<file path="src/rtl/risc16_uart_pkg.sv">
// risc16_uart_pkg: register offsets, STATUS bit layout and TX FSM states for the risc16 UART.
package risc16_uart_pkg;
   localparam logic [1:0] TXDATA_OFS  = 2'd0;
   localparam logic [1:0] STATUS_OFS  = 2'd1;
   localparam logic [1:0] BAUDDIV_OFS = 2'd2;
   localparam int ST_BUSY  = 0;
   localparam int ST_FULL  = 1;
   localparam int ST_EMPTY = 2;
   localparam int ST_OVF   = 3;
   typedef enum logic [1:0] {IDLE, START, DATA, STOP} uart_tx_state_t;
endpackage

</file>
<file path="src/rtl/risc16_uart_tx_mmio_sync_fifo.sv">
// sync_fifo: power-of-two FIFO; a push while full is accepted only when a pop happens in the same cycle.
module sync_fifo #(
   parameter int WIDTH = 8,
   parameter int DEPTH = 8
) (
   input  logic                       clk,
   input  logic                       rst,
   input  logic                       push,
   input  logic                       pop,
   input  logic [WIDTH-1:0]           din,
   output logic [WIDTH-1:0]           dout,
   output logic [$clog2(DEPTH):0]     count,
   output logic                       full,
   output logic                       empty
);
   localparam int AW = $clog2(DEPTH);
   localparam int CW = AW + 1;
   logic [WIDTH-1:0] mem [DEPTH];
   logic [AW-1:0] wp, rp;
   logic do_push, do_pop;
   assign full    = count == CW'(DEPTH);
   assign empty   = count == '0;
   assign do_pop  = pop && !empty;
   assign do_push = push && (!full || do_pop);
   assign dout    = mem[rp];
   always_ff @(posedge clk or negedge rst)
      if (!rst) begin
         wp    <= '0;
         rp    <= '0;
         count <= '0;
      end else begin
         if (do_push) wp <= wp + AW'(1);
         if (do_pop) rp <= rp + AW'(1);
         count <= count + CW'(do_push) - CW'(do_pop);
      end
   always_ff @(posedge clk)
      if (do_push) mem[wp] <= din;
endmodule

</file>
<file path="src/rtl/risc16_uart_tx_mmio.sv">
// risc16_uart_tx_mmio: memory-mapped 8N1 UART transmitter on the risc16f data port.
// Combinational read path so loads complete in the cycle daddr/doe are presented.
module risc16_uart_tx_mmio
   import risc16_uart_pkg::*;
#(
   parameter logic [15:0] BASE        = 16'hFF00,
   parameter int          DEPTH       = 8,
   parameter logic [15:0] DEFAULT_DIV = 16'd433
) (
   input  logic        clk,
   input  logic        rst,
   input  logic [15:0] addr,
   input  logic [15:0] din,
   input  logic        oe,
   input  logic        we,
   output logic [15:0] dout,
   output logic        sel,
   output logic        txd,
   output logic        irq
);
   localparam int CW = $clog2(DEPTH) + 1;
   uart_tx_state_t state;
   logic [1:0] ofs;
   logic wr, push, pop, full, empty, ovf, bit_end;
   logic [7:0] f_dout, shift;
   logic [CW-1:0] f_count;
   logic [15:0] baud_div, cur_div, bit_cnt, status;
   logic [2:0] bit_idx;
   assign ofs     = addr[2:1];
   assign sel     = addr[15:3] == BASE[15:3] && ofs != 2'b11;
   assign wr      = we && sel;
   assign push    = wr && ofs == TXDATA_OFS;
   assign bit_end = bit_cnt == cur_div;
   assign pop     = !empty && (state == IDLE || (state == STOP && bit_end));
   assign irq     = empty && state == IDLE;
   always_comb begin
      status           = '0;
      status[ST_BUSY]  = state != IDLE;
      status[ST_FULL]  = full;
      status[ST_EMPTY] = empty;
      status[ST_OVF]   = ovf;
      status[15:8]     = 8'(f_count);
   end
   assign dout = !(sel && oe) ? 16'h0 :
                 ofs == STATUS_OFS  ? status :
                 ofs == BAUDDIV_OFS ? baud_div : 16'h0;
   sync_fifo #(.WIDTH(8), .DEPTH(DEPTH)) u_fifo (
      .clk(clk), .rst(rst), .push(push), .pop(pop), .din(din[7:0]),
      .dout(f_dout), .count(f_count), .full(full), .empty(empty)
   );
   // Overflow set takes priority over a simultaneous clear.
   always_ff @(posedge clk or negedge rst)
      if (!rst) begin
         ovf      <= 1'b0;
         baud_div <= DEFAULT_DIV;
      end else begin
         if (push && full && !pop) ovf <= 1'b1;
         else if (wr && ofs == STATUS_OFS && din[ST_OVF]) ovf <= 1'b0;
         if (wr && ofs == BAUDDIV_OFS) baud_div <= din;
      end
   // cur_div latches baud_div at each bit boundary so divisor writes never stretch the current bit.
   always_ff @(posedge clk or negedge rst)
      if (!rst) begin
         state   <= IDLE;
         txd     <= 1'b1;
         shift   <= '0;
         bit_cnt <= '0;
         cur_div <= '0;
         bit_idx <= '0;
      end else if (state == IDLE) begin
         if (!empty) begin
            shift   <= f_dout;
            txd     <= 1'b0;
            state   <= START;
            bit_cnt <= '0;
            cur_div <= baud_div;
         end
      end else if (!bit_end) begin
         bit_cnt <= bit_cnt + 16'd1;
      end else begin
         bit_cnt <= '0;
         cur_div <= baud_div;
         case (state)
            START: begin
               txd     <= shift[0];
               bit_idx <= '0;
               state   <= DATA;
            end
            DATA:
               if (bit_idx == 3'd7) begin
                  txd   <= 1'b1;
                  state <= STOP;
               end else begin
                  shift   <= shift >> 1;
                  txd     <= shift[1];
                  bit_idx <= bit_idx + 3'd1;
               end
            STOP:
               if (!empty) begin
                  shift <= f_dout;
                  txd   <= 1'b0;
                  state <= START;
               end else begin
                  state <= IDLE;
               end
            default: state <= IDLE;
         endcase
      end
endmodule
</file>
<file path="config.mk">
export PLATFORM = sky130hd
export DESIGN_NAME = risc16_uart_tx_mmio
export DESIGN_NICKNAME = d
export VERILOG_FILES = /design/src/rtl/risc16_uart_pkg.sv /design/src/rtl/risc16_uart_tx_mmio_sync_fifo.sv /design/src/rtl/risc16_uart_tx_mmio.sv
export SDC_FILE = /design/constraint.sdc
export NUM_CORES = 1
export LEC_CHECK = 0
export ABC_CLOCK_PERIOD_IN_PS = 3630
export CORE_MARGIN = 8
export CORE_UTILIZATION = 50
export DETAILED_ROUTE_END_ITERATION = 10
export HOLD_SLACK_MARGIN = 0.02
export PLACE_DENSITY = 0.76
export REMOVE_ABC_BUFFERS = 1
export SETUP_SLACK_MARGIN = 0.15
export SLEW_MARGIN = 20
export SYNTH_ARGS = -nofsm -noshare
export SYNTH_HDL_FRONTEND = slang
export SYNTH_SLANG_ARGS = --single-unit
</file>
<file path="constraint.sdc">
create_clock -name clk -period 3.63 [get_ports clk]
set_input_delay 0.363 -clock clk [delete_from_list [all_inputs] [get_ports clk]]
set_output_delay 0.363 -clock clk [all_outputs]
set_load 0.01 [all_outputs]
</file>
==> impl_metrics.sql <==
INSERT INTO impl_metrics (metric_group, metric, value, unit) VALUES
('status', 'run_status', 'finished, final reports clean', ''),
('synth', 'synthesis.yosys.warnings', '0', ''),
('critical_path', 'cp_data_required_time', '3.27', 'ns'),
('sta', 'fmaxAchievable', '310.8', 'MHz'),
('cts', 'worst_case_clock_buffer_depth', '2', ''),
('floorplanning', 'ioPinCount', '55', ''),
('place', 'hpwlAfterDp', '10040', 'um'),
('cts', 'tritoncts.num_buffers', '17', ''),
('floorplanning', 'core', '12670', 'um^2'),
('final_layout', 'mostFrequentLayoutCell', 'sky130_fd_sc_hd__dfrtp_1', ''),
('power_and_ir_drop', 'powerDensity', '633.7', 'nW/um^2'),
('critical_path', 'regToRegStartpoint', 'state[0]', ''),
('route', 'route.detailed.drc', '0', ''),
('final_layout', 'layout-area-overhead-vs-synth', '21.05', '%'),
('critical_path', 'path_cells', 'inv_1, ha_1, nand2_1, inv_2, clkdlybuf4s50_1', ''),
('critical_path', 'worst-setup-path-type', 'flop to primary output', ''),
('run', 'timing.max_cap.violations', '0', ''),
('synth', 'synth.avg_cell_area', '13.53', 'um^2'),
('critical_path', 'critical_path_slowest_stage_cell', 'sky130_fd_sc_hd__clkdlybuf4s50_1', ''),
('place', 'globalplace.congestion', '0.8657', ''),
('synth', 'synth_ff_type', 'sky130_fd_sc_hd__dfrtp_1', ''),
('global_routing', 'grt_remaining_overflow', '0', ''),
('floorplanning', 'floorplan.rows', '41', ''),
('cts', 'clk-insertion-delay-late', '0.41', 'ns'),
('sta', 'final.setup.tns', '0', 'ns'),
('sta', 'setup-violations-final', '0', ''),
('cts', 'post_cts_buffers', '0', ''),
('cts', 'cts_resized', '0', ''),
('place', 'placed_area', '7276', 'um^2'),
('route', 'detail_route.iter0.violations', '361', ''),
('sta', 'finalHoldViolations', '0', ''),
('critical_path', 'cp-end-kind', 'primary output', ''),
('sta', 'timing_max_transition_violations_final', '0', ''),
('final_layout', 'postLayoutCellArea', '7894', 'um^2'),
('final_layout', 'mostFrequentLayoutCells', '67 x sky130_fd_sc_hd__dfrtp_1, 64 x sky130_fd_sc_hd__edfxtp_1, 52 x sky130_fd_sc_hd__clkdlybuf4s50_1', ''),
('route', 'detail_route.wl_per_cell', '20.20', 'um'),
('floorplanning', 'die_area', '16950', 'um^2'),
('synth', 'synth_edf_count', '64', ''),
('place', 'dp_worst_slack', '0.4992', 'ns'),
('cts', 'cts-root-buf', 'sky130_fd_sc_hd__clkbuf_16', ''),
('sta', 'slew-limit-headroom', '0.3852', ''),
('power_and_ir_drop', 'vdd_drop_max', '0.2633', 'mV'),
('final_layout', 'final.fill_count', '940', ''),
('critical_path', 'critical_path_peak_fanout', '13', ''),
('global_routing', 'grt_antenna_before_repair', '0', ''),
('power_and_ir_drop', 'finalPower', '5.002', 'mW'),
('min_path', 'hp-class', 'input pin to asynchronous set/reset pin', ''),
('critical_path', 'worstSetupStartpointType', 'flop', ''),
('final_layout', 'number_of_diodes_added_for_antenna_fixing', '0', ''),
('synth', 'ys_ff_latch', '137', ''),
('global_routing', 'grt_max_degree', '74', ''),
('synth', 'synth-async-reset-ratio', '0.5328', ''),
('sta', 'layout_min_cycle_time', '3.218', 'ns'),
('route', 'routed_wirelength', '14870', 'um'),
('floorplanning', 'initial_core_util', '0.5147', ''),
('cts', 'tritoncts_num_sinks', '137', ''),
('critical_path', 'rrSetupSlack', '0.77', 'ns'),
('route', 'drtPass1Iterations', '5', ''),
('place', 'port_buffers', '53', ''),
('global_routing', 'grt_usage', '0.1852', ''),
('route', 'postRouteAntennaNets', '0', ''),
('sta', 'skew', '0.009127', 'ns'),
('critical_path', 'worstPathArrival', '2.85', 'ns'),
('sta', 'final_critical_path_setup_slack', '0.4123', 'ns'),
('global_routing', 'number_of_global_route_vias_before_repair', '4539', ''),
('synth', 'synth.distinct_cells', '60', ''),
('synth', 'postSynthCellCount', '482', ''),
('sta', 'max_slew.worst_pin.slew', '0.9221', 'ns'),
('critical_path', 'worst_path_largest_cell_delay', '0.60', 'ns'),
('floorplanning', 'die-height', '130.2', 'um'),
('final_layout', 'finalNetCount', '601', '');
[worst max path at each step]
stage | startpoint | to | cells after the start
CTS | state[0] | irq | 5
finish | state[0] | irq | 5
global route | addr[1] | dout[1] | 6
global placement | addr[1] | dout[1] | 6
detailed placement | addr[1] | u_fifo.count[2] | 9
floorplan | bit_cnt[5] | u_fifo.mem[2][0] | 5
[per-layer routing]
| metal | vias up | GRT usage | routed length, um |
|---|---|---|---|
| met3 | 27 | 0.04243 | 930 |
| met5 | - | 0 | 0 |
| met1 | 2199 | 0.2308 | 6273 |
| met2 | 158 | 0.3029 | 7366 |
| met4 | 0 | 0.08197 | 297 |
| li1 | 1974 | - | - |
[cells by family (layout without fill, tap and decap cells)]
group           count (synthesis)  after routing  share of synthesized area
fa+ha+maj                      14             14                    0.02801
xor+xnor                       27             27                    0.03626
mux                            60             60                     0.1303
simple gates                  130            130                     0.1163
compound gates                 78             78                    0.08730
flops                         137            137                     0.5760
buf+inv                        36            118                    0.02590
[cell usage after synthesis, types with 12 or more instances]
| cell | n | share of area |
|---|---|---|
| sky130_fd_sc_hd__dfrtp_1 | 67 | 0.26 |
| sky130_fd_sc_hd__xor2_1 | 21 | 0.028 |
| sky130_fd_sc_hd__nand2_1 | 17 | 0.0098 |
| sky130_fd_sc_hd__and2_1 | 12 | 0.012 |
| sky130_fd_sc_hd__nor2_1 | 26 | 0.015 |
| sky130_fd_sc_hd__a31oi_1 | 12 | 0.012 |
| sky130_fd_sc_hd__a21oi_1 | 17 | 0.013 |
| sky130_fd_sc_hd__edfxtp_1 | 64 | 0.29 |
| sky130_fd_sc_hd__mux2_2 | 25 | 0.043 |
| sky130_fd_sc_hd__inv_1 | 17 | 0.0098 |
| sky130_fd_sc_hd__ha_1 | 13 | 0.025 |
| sky130_fd_sc_hd__mux4_2 | 16 | 0.055 |
| sky130_fd_sc_hd__nor4_1 | 16 | 0.015 |
[power by group]
part,leakage [nW],internal (mW),switching [mW]
clock,0.306,1.13,0.632
sequential,1.53,1.75,0.152
combinational,1.37,0.629,0.708
[cell type report]
type,instances,area [um^2],area share
sequential,137,3756,0.4758
multi-input combinational,309,2596,0.3289
timing repair buffer,68,640.6,0.08115
clock buffer,22,506.7,0.06419
tap,172,215.2,0.02726
clock inverter,10,111.4,0.01411
inverter,18,67.56,0.008559
[state kept, by name, summed over array words and instances, names as in the netlist]
name / cells
baud_div: 16
bit_cnt: 16
bit_idx: 3
cur_div: 16
ovf: 1
shift: 8
state: 2
txd: 1
u_fifo.count: 4
u_fifo.mem: 64
u_fifo.rp: 3
u_fifo.wp: 3
[through the flow]
stage	instances	hold slack, ns	util
after global placement	704	0.4812	0.5742
final	736	0.09940	0.6230
after CTS	736	0.1181	0.6230
after detailed placement	704	0.5002	0.5742
after floorplan	464	0.06741	-
after global routing	736	0.1686	0.6230
[critical path, delay by kind of cell, from the launching register on]
kind | cells | cell delay (ns)
buffers and inverters | 3 | 1.07
and+or+nand+nor | 1 | 0.42
adders and majority gates | 1 | 0.53
DFF | 1 | 0.41
No activity file was read; power rests on OpenSTA's default activity.
